**config.mk**
```make
export PLATFORM = sky130hd
export DESIGN_NAME = bridge_arbiter
export DESIGN_NICKNAME = d
export VERILOG_FILES = /design/src/rtl/bridge_arbiter_pkg.sv /design/src/rtl/bridge_arbiter_rr_arbiter2.sv /design/src/rtl/bridge_arbiter.sv
export SDC_FILE = /design/constraint.sdc
export NUM_CORES = 1
export LEC_CHECK = 0
export CORE_UTILIZATION = 38
export CTS_CLUSTER_DIAMETER = 30
export CTS_CLUSTER_SIZE = 24
export DETAILED_ROUTE_END_ITERATION = 7
export HOLD_SLACK_MARGIN = 0.1
export PLACE_DENSITY = 0.82
export SLEW_MARGIN = 40
export SYNTH_ARGS = -nofsm -noshare
export SYNTH_HDL_FRONTEND = slang
export SYNTH_SLANG_ARGS = --single-unit
```
**constraint.sdc**
```tcl
create_clock -name cpu_clk -period 3.1 [get_ports cpu_clk]
set_clock_uncertainty 0.2 [all_clocks]
set_input_delay 0.93 -clock cpu_clk [delete_from_list [all_inputs] [get_ports cpu_clk]]
set_output_delay 0.93 -clock cpu_clk [all_outputs]
set_load 0.02 [all_outputs]
```
**src/rtl/bridge_arbiter_pkg.sv**
```systemverilog
// Shared types and constants for the two-master Bridge bus arbiter.
package bridge_arbiter_pkg;

    typedef enum logic {
        ST_IDLE   = 1'b0,
        ST_ACCESS = 1'b1
    } state_t;

    localparam int   CNT_W  = 3;
    localparam int   DATA_W = 32;
    localparam logic M0     = 1'b0;
    localparam logic M1     = 1'b1;

endpackage

```
**src/rtl/bridge_arbiter_rr_arbiter2.sv**
```systemverilog
// Two-way round-robin pick: a lone requester wins, a tie goes to the master
// that was not granted last time. Grant is one-hot (or zero when idle).
module rr_arbiter2
    import bridge_arbiter_pkg::*;
(
    input  logic [1:0] req,
    input  logic       last_grant,
    output logic [1:0] grant
);

    always_comb begin
        grant = req;
        if (req == 2'b11) begin
            grant = (last_grant == M1) ? 2'b01 : 2'b10;
        end
    end

endmodule

```
**src/rtl/bridge_arbiter.sv**
```systemverilog
// Shares the Bridge data bus between the CPU MEM stage (master 0) and a
// secondary master, one access at a time, with a fixed read latency.
module bridge_arbiter
    import bridge_arbiter_pkg::*;
#(
    parameter int RD_LAT = 1
) (
    input  logic              cpu_clk,
    input  logic              rst_n,
    input  logic              m0_req,
    input  logic              m0_wen,
    input  logic [DATA_W-1:0] m0_addr,
    input  logic [DATA_W-1:0] m0_wdata,
    output logic              m0_ack,
    output logic [DATA_W-1:0] m0_rdata,
    output logic              m0_stall,
    input  logic              m1_req,
    input  logic              m1_wen,
    input  logic [DATA_W-1:0] m1_addr,
    input  logic [DATA_W-1:0] m1_wdata,
    output logic              m1_ack,
    output logic [DATA_W-1:0] m1_rdata,
    output logic              m1_stall,
    output logic [DATA_W-1:0] Bus_addr,
    output logic              Bus_wen,
    output logic [DATA_W-1:0] Bus_wdata,
    input  logic [DATA_W-1:0] Bus_rdata
);

    state_t             state_reg;
    logic               last_grant_reg;
    logic               owner_reg;
    logic               wen_reg;
    logic               first_reg;
    logic [CNT_W-1:0]   cnt_reg;
    logic [DATA_W-1:0]  addr_reg;
    logic [DATA_W-1:0]  wdata_reg;

    logic [1:0]         req_vec;
    logic [1:0]         grant;
    logic               sel_owner;
    logic               sel_wen;
    logic [DATA_W-1:0]  sel_addr;
    logic [DATA_W-1:0]  sel_wdata;
    logic               access;
    logic               done;
    logic [1:0]         ack_vec;
    logic [DATA_W-1:0]  rdata_vec [2];

    assign req_vec = {m1_req, m0_req};

    rr_arbiter2 u_rr (
        .req        (req_vec),
        .last_grant (last_grant_reg),
        .grant      (grant)
    );

    assign sel_owner = grant[1] ? M1 : M0;
    assign sel_wen   = grant[1] ? m1_wen   : m0_wen;
    assign sel_addr  = grant[1] ? m1_addr  : m0_addr;
    assign sel_wdata = grant[1] ? m1_wdata : m0_wdata;

    // Writes complete in their single ACCESS cycle; reads wait RD_LAT more.
    always_ff @(posedge cpu_clk or negedge rst_n) begin
        if (!rst_n) begin
            state_reg      <= ST_IDLE;
            last_grant_reg <= M1;
            owner_reg      <= M0;
            wen_reg        <= 1'b0;
            first_reg      <= 1'b0;
            cnt_reg        <= '0;
            addr_reg       <= '0;
            wdata_reg      <= '0;
        end else begin
            case (state_reg)
                ST_IDLE: begin
                    if (|grant) begin
                        owner_reg <= sel_owner;
                        wen_reg   <= sel_wen;
                        addr_reg  <= sel_addr;
                        wdata_reg <= sel_wdata;
                        first_reg <= 1'b1;
                        cnt_reg   <= sel_wen ? '0 : CNT_W'(RD_LAT);
                        state_reg <= ST_ACCESS;
                    end
                end
                ST_ACCESS: begin
                    first_reg <= 1'b0;
                    if (cnt_reg == '0) begin
                        last_grant_reg <= owner_reg;
                        state_reg      <= ST_IDLE;
                    end else begin
                        cnt_reg <= cnt_reg - 1'b1;
                    end
                end
                default: state_reg <= ST_IDLE;
            endcase
        end
    end

    assign access    = (state_reg == ST_ACCESS);
    assign done      = access && (cnt_reg == '0);
    assign Bus_addr  = access ? addr_reg  : '0;
    assign Bus_wdata = access ? wdata_reg : '0;
    assign Bus_wen   = access && first_reg && wen_reg;

    for (genvar gi = 0; gi < 2; gi++) begin : g_master
        assign ack_vec[gi]   = done && (owner_reg == 1'(gi));
        assign rdata_vec[gi] = (ack_vec[gi] && !wen_reg) ? Bus_rdata : '0;
    end

    assign m0_ack   = ack_vec[0];
    assign m1_ack   = ack_vec[1];
    assign m0_rdata = rdata_vec[0];
    assign m1_rdata = rdata_vec[1];
    assign m0_stall = m0_req && !m0_ack;
    assign m1_stall = m1_req && !m1_ack;

endmodule
```
==> results.json <==
{
  "tightest_slew_ns": 0.452,
  "ant_nets": 0,
  "max-slew-margin-rel_pct": 69.9,
  "post-route-min-period_ns": 3.05,
  "synth.distinct_cells": 31,
  "drtIter0Drc": 186,
  "ir_drop_v": 0.000430,
  "numCtsBuffers": 9,
  "grt_first_pass_wirelength_mm": 24.6,
  "yosysSeqAreaShare_pct": 36.6,
  "whs_path_depth": 2,
  "grt_max_degree": 43,
  "ios": 299,
  "clk_latency_ns": 0.33,
  "outcome": "finished, final reports clean",
  "reg2reg_slack_ns": 1.11,
  "ff2ff_path_depth": 4,
  "overflow": 0,
  "drc_errors": 0,
  "antenna_cells": 0,
  "dieArea_mm2": 0.0134,
  "antenna_found_initial": 0,
  "yosysTopAreaCellShare_pct": 36.0,
  "setup_ws_ns": 0.0525,
  "place.gp.congestion": 0.886,
  "syn2layout_area_growth_pct": 63.3,
  "wl_per_cell_um": 16.8,
  "p_per_area_mw_per_mm2": 902,
  "vias_per_cell": 4.75,
  "drtPass1Iterations": 5,
  "root_buffer": "clkbuf_16",
  "synth_area_mm2": 0.00493,
  "min_period_over_period_pct": 98.3,
  "synth-seq-cells": 72,
  "maxCapViolCount": 0,
  "routed_wl_mm": 16.9,
  "drv_slew": 0,
  "rsz0062_at_grt": "yes",
  "cts_tree": "yes",
  "cp_max_fo": 32,
  "setup_viol": 0,
  "core_mm2": 0.0126,
  "cp-end-kind": "output pin",
  "fp.dieW_um": 116,
  "cts.sinks": 72,
  "layout.cells.most_common": "clkdlybuf4s50_1",
  "synth_area_per_cell_um2": 9.11,
  "final-hold-violation-count": 0,
  "power_leakage_nw": 3.37,
  "initial_core_util_pct": 39.1,
  "num-nets-final": 996,
  "grt_pass1_vias": 4766,
  "start_kind": "flop",
  "fmax_mhz": 328,
  "drive_gt1_share_pct": 28.7,
  "rows": 41,
  "syn_nets": 709,
  "clkTransAtPathRegs_ns": 0.06,
  "worstSetupPathType": "reg2out",
  "cts_max_level": 3,
  "grtUsageTotal_pct": 24.5,
  "synth_cells": 541,
  "port_buffers": 298,
  "cts_buffer_depth": 2,
  "post_cts_buffers": 0,
  "synth_top_area_cell": "dfrtp_1",
  "pre_cts_ws_ns": -0.300,
  "mostFrequentLayoutCells": "clkdlybuf4s50_1, and2_1, a21oi_2",
  "synth_area_leaders": "dfrtp_1, a21oi_2, and2_1, nor2_1, nand2_1",
  "num_vias": 4767,
  "cp.arrival_ns": 1.92,
  "synth_warnings": 0,
  "min_path_type": "reg2reg",
  "critPathRequiredTime_ns": 1.97,
  "dpl.hpwl_mm": 12.8,
  "tns_ns": 0,
  "die-height_um": 116
}
[logic make-up (layout without fill, tap and decap cells)]
logic type | Yosys count | in the layout | share of synthesized area [%]
AO/OA/AOI/OAI | 138 | 138 | 24.5
multiplexers | 2 | 2 | 0.406
buffers and inverters | 49 | 340 | 9.31
AND/OR/NAND/NOR | 278 | 278 | 28.7
flip-flops | 72 | 72 | 36.6
adder cells (fa/ha/maj) | 2 | 2 | 0.508
[per-layer routing]
metal	part of all wire [%]	GRT usage, %
met1	36	24.9
met2	55	48.0
met3	6.6	5.44
met4	1.9	9.23
met5	0	0
[power breakdown]
| group | total, mW | internal (mW) | switching, mW |
|---|---|---|---|
| combinational | 4.41 | 2.10 | 2.31 |
| clock | 1.18 | 0.780 | 0.399 |
| sequential | 1.67 | 1.42 | 0.255 |
[worst paths after layout]
path | start | to
min in group asynchronous | rst_n | addr_reg[24]
max in group asynchronous | rst_n | last_grant_reg
min | last_grant_reg | last_grant_reg
max reg2reg | last_grant_reg | wdata_reg[22]
max | access | Bus_wdata[23]
min reg2reg | last_grant_reg | last_grant_reg
[timing repair]
action,CTS,global route
pin swaps,0,0
resized for setup,159,70
endpoints found under the setup margin,101,69
hold endpoints to repair,0,0
hold buffers,0,0
[Yosys cell counts]
master    number
a21bo_4        1
a21boi_4       1
a21oi_1        9
a21oi_2      120
a221o_1        1
a221oi_2       1
a22o_1         1
and2_1       130
and3_1         1
buf_12         7
buf_2          6
buf_4          5
buf_6         18
clkbuf_1       8
dfrtp_1       71
dfstp_2        1
ha_1           2
inv_1          5
mux2i_1        2
nand2_1       69
nand2_4        1
nand3_4        1
nor2_1        72
nor2_4         1
nor2b_1        1
nor3_1         1
nor3_4         1
o21ai_1        1
o21ba_2        1
o21bai_4       1
o31ai_1        1
[critical path: stages (launching register included)]
cell and delay (ns):
dfrtp_2 0.44, buf_4 0.31, and2_1 0.21, clkdlybuf4s50_1 0.61
[metrics by stage]
stage,cell area [um2],cells,hold WS [ns],utilization (%),power [mW]
detailed placement,7950,989,0.296,63.0,6.15
global placement,7950,989,0.282,63.0,6.05
finish,8050,1004,0.306,63.8,7.26
floorplan,4930,541,0.257,-,4.34
global route,8050,1004,0.321,63.8,7.70
CTS,8340,1004,0.308,66.1,7.34
[layout make-up]
class                   count  area (um2)
inverters                   5        18.8
repair buffers            320        2990
clock inverters             6         109
flip-flops and latches     72        1800
multi-input cells         420        2690
fillers                  1105        4570
well taps                 172         215
clock buffers               9         225
Power figures use the tool's default switching activity.
